==> config.mk <==
export PLATFORM = sky130hd
export DESIGN_NAME = axis_frame_gen
export DESIGN_NICKNAME = d
export VERILOG_FILES = /design/src/rtl/axis_frame_gen_pkg.sv /design/src/rtl/axis_frame_gen.sv
export SDC_FILE = /design/constraint.sdc
export NUM_CORES = 1
export LEC_CHECK = 0
export ABC_AREA = 1
export CORE_ASPECT_RATIO = 1.2
export CORE_MARGIN = 8
export CORE_UTILIZATION = 25
export DETAILED_ROUTE_END_ITERATION = 6
export SLEW_MARGIN = 10
export SYNTH_ARGS = -nofsm -noshare
export SYNTH_HDL_FRONTEND = slang
export SYNTH_SLANG_ARGS = --single-unit
==> constraint.sdc <==
create_clock -name clk -period 2.1 [get_ports clk]
set_clock_uncertainty 0.1 [all_clocks]
set_input_delay 0.21 -clock clk [delete_from_list [all_inputs] [get_ports clk]]
set_output_delay 0.21 -clock clk [all_outputs]
set_load 0.005 [all_outputs]
==> src/rtl/axis_frame_gen_pkg.sv <==
// Shared types and helpers for the AXI-Stream frame generator: state encoding,
// tkeep mask construction and the deterministic byte-pattern beat builder.
package axis_frame_gen_pkg;

    typedef enum logic {
        ST_IDLE = 1'b0,
        ST_SEND = 1'b1
    } state_t;

    localparam int MAX_KEEP_WIDTH = 64;
    localparam int MAX_DATA_WIDTH = MAX_KEEP_WIDTH * 8;

    // Low `count` bits set; callers narrow the result to their own lane count.
    function automatic logic [MAX_KEEP_WIDTH-1:0] keep_mask(input logic [31:0] count);
        logic [MAX_KEEP_WIDTH-1:0] m;
        m = '0;
        for (int i = 0; i < MAX_KEEP_WIDTH; i++) begin
            if (32'(i) < count) begin
                m[i] = 1'b1;
            end
        end
        return m;
    endfunction

    // Lane k carries first+k (mod 256) for the first `count` lanes, zero above.
    function automatic logic [MAX_DATA_WIDTH-1:0] pattern_beat(input logic [7:0]  first,
                                                               input logic [31:0] count);
        logic [MAX_DATA_WIDTH-1:0] d;
        d = '0;
        for (int k = 0; k < MAX_KEEP_WIDTH; k++) begin
            if (32'(k) < count) begin
                d[8*k +: 8] = first + 8'(k);
            end
        end
        return d;
    endfunction

endpackage

==> src/rtl/axis_frame_gen.sv <==
// AXI-Stream frame source: one pattern frame per accepted command, one beat per
// cycle, with tkeep/tlast/tid/tdest/tuser and frame completion bookkeeping.
module axis_frame_gen
    import axis_frame_gen_pkg::*;
#(
    parameter int                      DATA_WIDTH           = 8,
    parameter bit                      KEEP_ENABLE          = (DATA_WIDTH > 8),
    parameter int                      KEEP_WIDTH           = DATA_WIDTH / 8,
    parameter int                      ID_WIDTH             = 8,
    parameter int                      DEST_WIDTH           = 8,
    parameter int                      USER_WIDTH           = 1,
    parameter logic [USER_WIDTH-1:0]   USER_BAD_FRAME_VALUE = USER_WIDTH'(1),
    parameter int                      LEN_WIDTH            = 16
) (
    input  logic                   clk,
    input  logic                   rst,

    input  logic                   cmd_valid,
    output logic                   cmd_ready,
    input  logic [LEN_WIDTH-1:0]   cmd_len,
    input  logic [7:0]             cmd_seed,
    input  logic [ID_WIDTH-1:0]    cmd_id,
    input  logic [DEST_WIDTH-1:0]  cmd_dest,
    input  logic                   cmd_bad,

    output logic [DATA_WIDTH-1:0]  m_axis_tdata,
    output logic [KEEP_WIDTH-1:0]  m_axis_tkeep,
    output logic                   m_axis_tvalid,
    input  logic                   m_axis_tready,
    output logic                   m_axis_tlast,
    output logic [ID_WIDTH-1:0]    m_axis_tid,
    output logic [DEST_WIDTH-1:0]  m_axis_tdest,
    output logic [USER_WIDTH-1:0]  m_axis_tuser,

    output logic                   busy,
    output logic                   frame_done,
    output logic [31:0]            frame_count
);

    // Without tkeep every beat counts as a single unit of length.
    localparam int                   LANES      = KEEP_ENABLE ? KEEP_WIDTH : 1;
    localparam logic [LEN_WIDTH-1:0] LANES_LEN  = LEN_WIDTH'(LANES);
    localparam logic [7:0]           LANES_BYTE = 8'(LANES);

    state_t                  state;
    logic [LEN_WIDTH-1:0]    remaining;
    logic [7:0]              pattern;
    logic                    bad_q;
    logic [ID_WIDTH-1:0]     id_q;
    logic [DEST_WIDTH-1:0]   dest_q;

    logic                    load;
    logic                    is_final;
    logic                    last_hs;
    logic [31:0]             beat_bytes;
    logic [KEEP_WIDTH-1:0]   final_keep;

    assign load       = (state == ST_SEND) && (m_axis_tready || !m_axis_tvalid);
    assign is_final   = (remaining <= LANES_LEN);
    assign last_hs    = m_axis_tvalid && m_axis_tready && m_axis_tlast;
    assign beat_bytes = is_final ? 32'(remaining) : 32'(LANES);
    assign final_keep = KEEP_ENABLE ? KEEP_WIDTH'(keep_mask(32'(remaining)))
                                    : {KEEP_WIDTH{1'b1}};

    // Command FSM and output register. The FSM drops back to IDLE as soon as the
    // final beat is loaded, so the next command can be taken while that beat is
    // still waiting for tready; its first beat then waits for the register to free.
    always_ff @(posedge clk) begin
        if (rst) begin
            state         <= ST_IDLE;
            cmd_ready     <= 1'b1;
            m_axis_tvalid <= 1'b0;
            m_axis_tlast  <= 1'b0;
            busy          <= 1'b0;
            frame_done    <= 1'b0;
            frame_count   <= '0;
            remaining     <= '0;
            pattern       <= '0;
            bad_q         <= 1'b0;
        end else begin
            frame_done <= last_hs;
            if (last_hs) begin
                frame_count <= frame_count + 32'd1;
            end

            if (cmd_valid && cmd_ready) begin
                busy <= 1'b1;
            end else if (last_hs) begin
                busy <= 1'b0;
            end

            if (m_axis_tvalid && m_axis_tready) begin
                m_axis_tvalid <= 1'b0;
            end

            case (state)
                ST_IDLE: begin
                    if (cmd_valid && cmd_ready) begin
                        remaining <= (cmd_len == '0) ? LEN_WIDTH'(1) : cmd_len;
                        pattern   <= cmd_seed;
                        bad_q     <= cmd_bad;
                        id_q      <= cmd_id;
                        dest_q    <= cmd_dest;
                        state     <= ST_SEND;
                        cmd_ready <= 1'b0;
                    end
                end
                ST_SEND: begin
                    if (load) begin
                        m_axis_tvalid <= 1'b1;
                        m_axis_tdata  <= DATA_WIDTH'(pattern_beat(pattern, beat_bytes));
                        m_axis_tid    <= id_q;
                        m_axis_tdest  <= dest_q;
                        pattern       <= pattern + LANES_BYTE;
                        if (is_final) begin
                            m_axis_tkeep <= final_keep;
                            m_axis_tlast <= 1'b1;
                            m_axis_tuser <= bad_q ? USER_BAD_FRAME_VALUE : '0;
                            state        <= ST_IDLE;
                            cmd_ready    <= 1'b1;
                        end else begin
                            remaining    <= remaining - LANES_LEN;
                            m_axis_tkeep <= {KEEP_WIDTH{1'b1}};
                            m_axis_tlast <= 1'b0;
                            m_axis_tuser <= '0;
                        end
                    end
                end
                default: begin
                    state     <= ST_IDLE;
                    cmd_ready <= 1'b1;
                end
            endcase
        end
    end

endmodule

==> results.toml, run 1 <==
[worst_setup_path]
worst_r2r_startpoint = "remaining[0]$_SDFFE_PP0P_"
cp-end-kind = "flip-flop"
crit_arrival_ns = 1.96
start_kind = "flip-flop"
cp_num_cells = 10
crit_required_ns = 2.25
cp_common_cell = "nor2_1"
crit_family = "simple AND/OR/NAND/NOR gates"
worst-r2r-setup-slack_ns = 0.29
path_class = "flip-flop to flip-flop"
startpoint = "remaining[0]$_SDFFE_PP0P_"
critPathBufInv = 2
crit_chain = "inv_1, ha_1, nor2_1, nor2_1, nand3_2, nand2_4, nand2_8, clkinv_8, nor2_1, nor2_1"
cp_slowest_stage_delay_ns = 0.42
crit_path_end = "remaining[6]$_SDFFE_PP0P_"
r2r_cells = 10
slowest_stage = "dfxtp_1"
reg2reg_to = "remaining[6]$_SDFFE_PP0P_"
worstPathMaxFanout = 20

[clock_network]
clk_pin_slew_ns = 0.08
clkLatencyLatePin_ns = 0.36
htree_num_levels = 3
cts_buffer_depth = 2
cts_setup_buffers = 0
postCtsResizedCells = 0
tritoncts = "done"
root_buffer = "clkbuf_16"
cts_inserted_buffers = 9
cts_num_sinks = 104
cts_hold_buf = 0

[synthesis]
synth_area_leaders = "dfxtp_1 (25%), edfxtp_1 (25%), nand2_1 (11%)"
ys.flop_type = "dfxtp_1"
yosysWarnings = 0
synth_nets = 671
synth_top_area_share_pct = 25.4
async_flop_share_pct = 0
yosysMostFrequentCell = "nand2_1"
synth-seq-area-share_pct = 50.2
netlist_area_um2 = 4970
synth_commonest_cells = "nand2_1 (149), nor2_1 (106), dfxtp_1 (63)"
ys_seq_elements = 104
ys_types = 43
synth_top_cell_by_area = "dfxtp_1"
synth_area_per_cell_um2 = 7.99
synthCells = 622
synth_edf_count = 41

[die]
die_w_um = 145
die_area_um2 = 24700
row_count = 56
die_y_um = 170
core-area_um2 = 19500
initial_core_util_pct = 25.4
io_pins = 108

[layout]
final_nets = 785
drive_above_1_share_pct = 8.37
syn2layout_area_growth_pct = 35.1
antennaDiodeCount = 0
stdcell_area_um2 = 6710

[global_routing]
antenna_found_initial = 0
use_met1_pct = 12.7
use_met3_pct = 3.03
use_met2_pct = 18.3
gr-total-overflow = 0
grt_max_degree = 26
grt_pass1_vias = 4135
grt_pass1_wl_um = 21000
grt-busiest-layer = "met2"
track_usage_pct = 11.0

[drt]
via_per_inst = 4.28
vias = 4285
wl_per_cell_um = 13.1
first_pass_iters = 5
drc = 0
drtIter0Drc = 225
routed_wl_um = 13200
ant_nets = 0

[min_path]
hold_depth = 1
hold_class = "input pin to flip-flop"

[sta]
rsz0062_at_grt = "false"
setup-violations-final = 0
setup_tns_ns = 0
fin_crit_ns = 1.81
timing.final.crit_share_pct = 86.1
max_freq_mhz = 553
finalHoldViolations = 0
finalMaxSlewViolations = 0

[status]
status = "completed"

[pwr]
ir_drop_uv = 368
power_leakage_uw = 0.00252
powerDensity_nw_per_um2 = 725

[placement]
gp_congestion = 0.801
io_buffers = 106
hpwl_um = 9910
dpl-instance-area_um2 = 6390

[flow_run]
drv_cap = 0
==> state kept, by name (all words and copies together) (netlist names), 8 cells and up <==
register and cells:
m_axis_tid 8, id_q 8, dest_q 8, remaining 16
m_axis_tdest 8, pattern 8, frame_count 32, m_axis_tdata 8
==> through the flow <==
step	utilization [%]	worst slack, ns	cells	total power (µW)	hold WS, ns
after global placement	32.7	0.0856	986	3160	0.301
final	34.3	0.293	1002	4870	0.300
after detailed placement	32.7	0.0721	986	3170	0.305
after global routing	34.3	0.0915	1002	5140	0.276
after CTS	34.3	0.197	1002	4930	0.278
after floorplan	-	0.245	622	2870	0.209
==> cells by family after synthesis <==
logic type	after synthesis	share of synthesized area, %
buffers and inverters	77	6.60
flip-flops	104	50.2
AO/OA/AOI/OAI	85	9.22
other	1	0.0755
AND/OR/NAND/NOR	343	31.5
adder cells (fa/ha/maj)	4	1.01
XOR/XNOR	8	1.41
==> power breakdown <==
group	switching [µW]	internal (µW)
clock network	884	862
logic	464	339
registers	97.8	2220
total	1450	3420
==> worst reg2reg max path, delay by kind of cell (launching register included) <==
family | cells | cell delay (ns)
simple gates | 7 | 0.76
fa+ha+maj | 1 | 0.24
flops | 1 | 0.42
buf+inv | 2 | 0.20
==> how the worst min path moves through the flow <==
| stage | startpoint | endpoint | slack, ns |
|---|---|---|---|
| after global routing | cmd_id[1] | id_q[1]$_DFFE_PP_ | 0.28 |
| after floorplan | cmd_dest[0] | dest_q[0]$_DFFE_PP_ | 0.21 |
| after CTS | cmd_id[1] | id_q[1]$_DFFE_PP_ | 0.28 |
| after detailed placement | dest_q[0]$_DFFE_PP_ | m_axis_tdest[0]$_DFFE_PP_ | 0.30 |
| after global placement | id_q[0]$_DFFE_PP_ | m_axis_tid[0]$_DFFE_PP_ | 0.30 |
| final | cmd_id[1] | id_q[1]$_DFFE_PP_ | 0.30 |
==> routing by layer <==
metal,vias to the layer above,part of all wire [%]
li1,2258,-
met1,1904,43
met2,105,49
met3,18,6.2
met4,0,2.2
met5,-,0
==> placed cells by master (no fill, tap or decap), types with 9 or more instances in the layout <==
cell	count
nand3_1	39
clkbuf_16	9
edfxtp_1	41
buf_4	11
o21ai_0	27
dfxtp_1	63
nand2_1	149
nor3_1	9
inv_1	58
o21ai_1	9
nor2_2	11
clkdlybuf4s50_1	106
nor2_1	105
a21oi_1	36
==> area by class of cell <==
cell class                 instances  area (µm²)
clock buffer                       9         225
clock inverter                     7        81.3
fill                            2000       12800
inverter                          61         241
multi-input combinational        441        2160
sequential                       104        2490
tap                              261         327
timing repair buffer             119        1180
Power figures use the tool's default switching activity.
==> run 2, diff against run 1 <==
MAX_ROUTING_LAYER = met4   (was unset)
==> results.toml, run 2 (synthesis results as in run 1) <==
[worst_setup_path]
cp-end-kind = "flip-flop"
path_class = "flip-flop to flip-flop"
crit_arrival_ns = 1.95
slowest_stage = "dfxtp_1"
worstPathMaxFanout = 20
cp_slowest_stage_delay_ns = 0.42
crit_family = "simple AND/OR/NAND/NOR gates"
start_kind = "flip-flop"
critPathBufInv = 2
crit_chain = "inv_1, ha_1, nor2_1, nor2_1, nand3_2, nand2_4, nand2_8, clkinv_8, nor2_1, nor2_1"
cp_common_cell = "nor2_1"
crit_required_ns = 2.25

[drt]
drc = 0
drtIter0Drc = 281
vias = 4309
wl_per_cell_um = 13.1
via_per_inst = 4.30
ant_nets = 0
routed_wl_um = 13100
first_pass_iters = 6

[layout]
top_register = "frame_count"
antennaDiodeCount = 0
final_nets = 785
final_common_cell = "nand2_1"
stdcell_area_um2 = 6710
syn2layout_area_growth_pct = 35.1
final_cell_count_no_fill = 1002
largest_registers = "frame_count: 32 flops, remaining: 16 flops"
drive_above_1_share_pct = 8.37
fillerInstances = 2000
largest_reg_flops = 32
layout_common_cells = "nand2_1 (149), clkdlybuf4s50_1 (106), nor2_1 (105)"

[global_routing]
grt_pass1_wl_um = 21000
gr-total-overflow = 0
grt_pass1_vias = 4138
grt_max_degree = 26
track_usage_pct = 11.3
antenna_found_initial = 0

[die]
core-area_um2 = 19500
initial_core_util_pct = 25.4
io_pins = 108
die_y_um = 170
die_area_um2 = 24700
row_count = 56
die_w_um = 145

[placement]
dpl-instance-area_um2 = 6390
placed_cells = 986
io_buffers = 106
hpwl_um = 9910
gp_congestion = 0.813

[sta]
setup_tns_ns = 0
timing.final.crit_share_pct = 85.8
fin_crit_ns = 1.80
max_freq_mhz = 555
finalMaxSlewViolations = 0
rsz0062_at_grt = "false"
holdWs_ns = 0.303
setup-violations-final = 0
finalHoldViolations = 0

[clock_network]
root_buffer = "clkbuf_16"
cts_setup_buffers = 0
htree_num_levels = 3
tritoncts = "done"
cts_buffer_depth = 2
clkLatencyLatePin_ns = 0.36
cts_inserted_buffers = 9
clk_pin_slew_ns = 0.08
cts_num_sinks = 104

[status]
status = "completed"

[pwr]
fin_total_pwr_uw = 4860
power_leakage_uw = 0.00252
powerDensity_nw_per_um2 = 724
ir_drop_uv = 368

[min_path]
hold_class = "input pin to flip-flop"

[flow_run]
drv_cap = 0
run 2: worst paths after layout:
check,startpoint,endpoint,slack [ns],cells past startpoint
worst min-delay path,cmd_id[1],id_q[1]$_DFFE_PP_,0.30,1
worst max-delay path,remaining[0]$_SDFFE_PP0P_,remaining[6]$_SDFFE_PP0P_,0.30,10
worst max register to register,remaining[0]$_SDFFE_PP0P_,remaining[6]$_SDFFE_PP0P_,0.30,10
worst min register to register,dest_q[0]$_DFFE_PP_,m_axis_tdest[0]$_DFFE_PP_,0.32,0
run 2: layout make-up:
type                            instances  area [µm²]  share of cell area (%)
Multi-Input combinational cell        441        2160                    32.2
Tap cell                              261         327                    4.87
Sequential cell                       104        2490                    37.2
Timing Repair Buffer                  119        1180                    17.6
Clock inverter                          7        81.3                    1.21
Inverter                               61         241                    3.60
Clock buffer                            9         225                    3.36
run 2: per-stage QoR:
stage | utilization [%] | setup slack [ns]
after floorplan | - | 0.245
after global placement | 32.7 | 0.0856
after detailed placement | 32.7 | 0.0721
after CTS | 34.3 | 0.197
after global routing | 34.3 | 0.0927
final | 34.3 | 0.299
run 2: power by group:
| part | internal [µW] | switching (µW) |
|---|---|---|
| clock | 862 | 877 |
| sequential | 2220 | 97.6 |
| combinational | 339 | 464 |
run 2: layer usage:
metal	GRT usage (%)	share of wire, %
met4	5.35	2.2
met1	13.1	44
met2	18.3	49
met3	2.47	5.1
met5	-	0
run 2: timing repair:
action / CTS / global route
hold buffers: 0 / 0
setup endpoints to repair: 0 / 3
gates resized for setup: 0 / 1
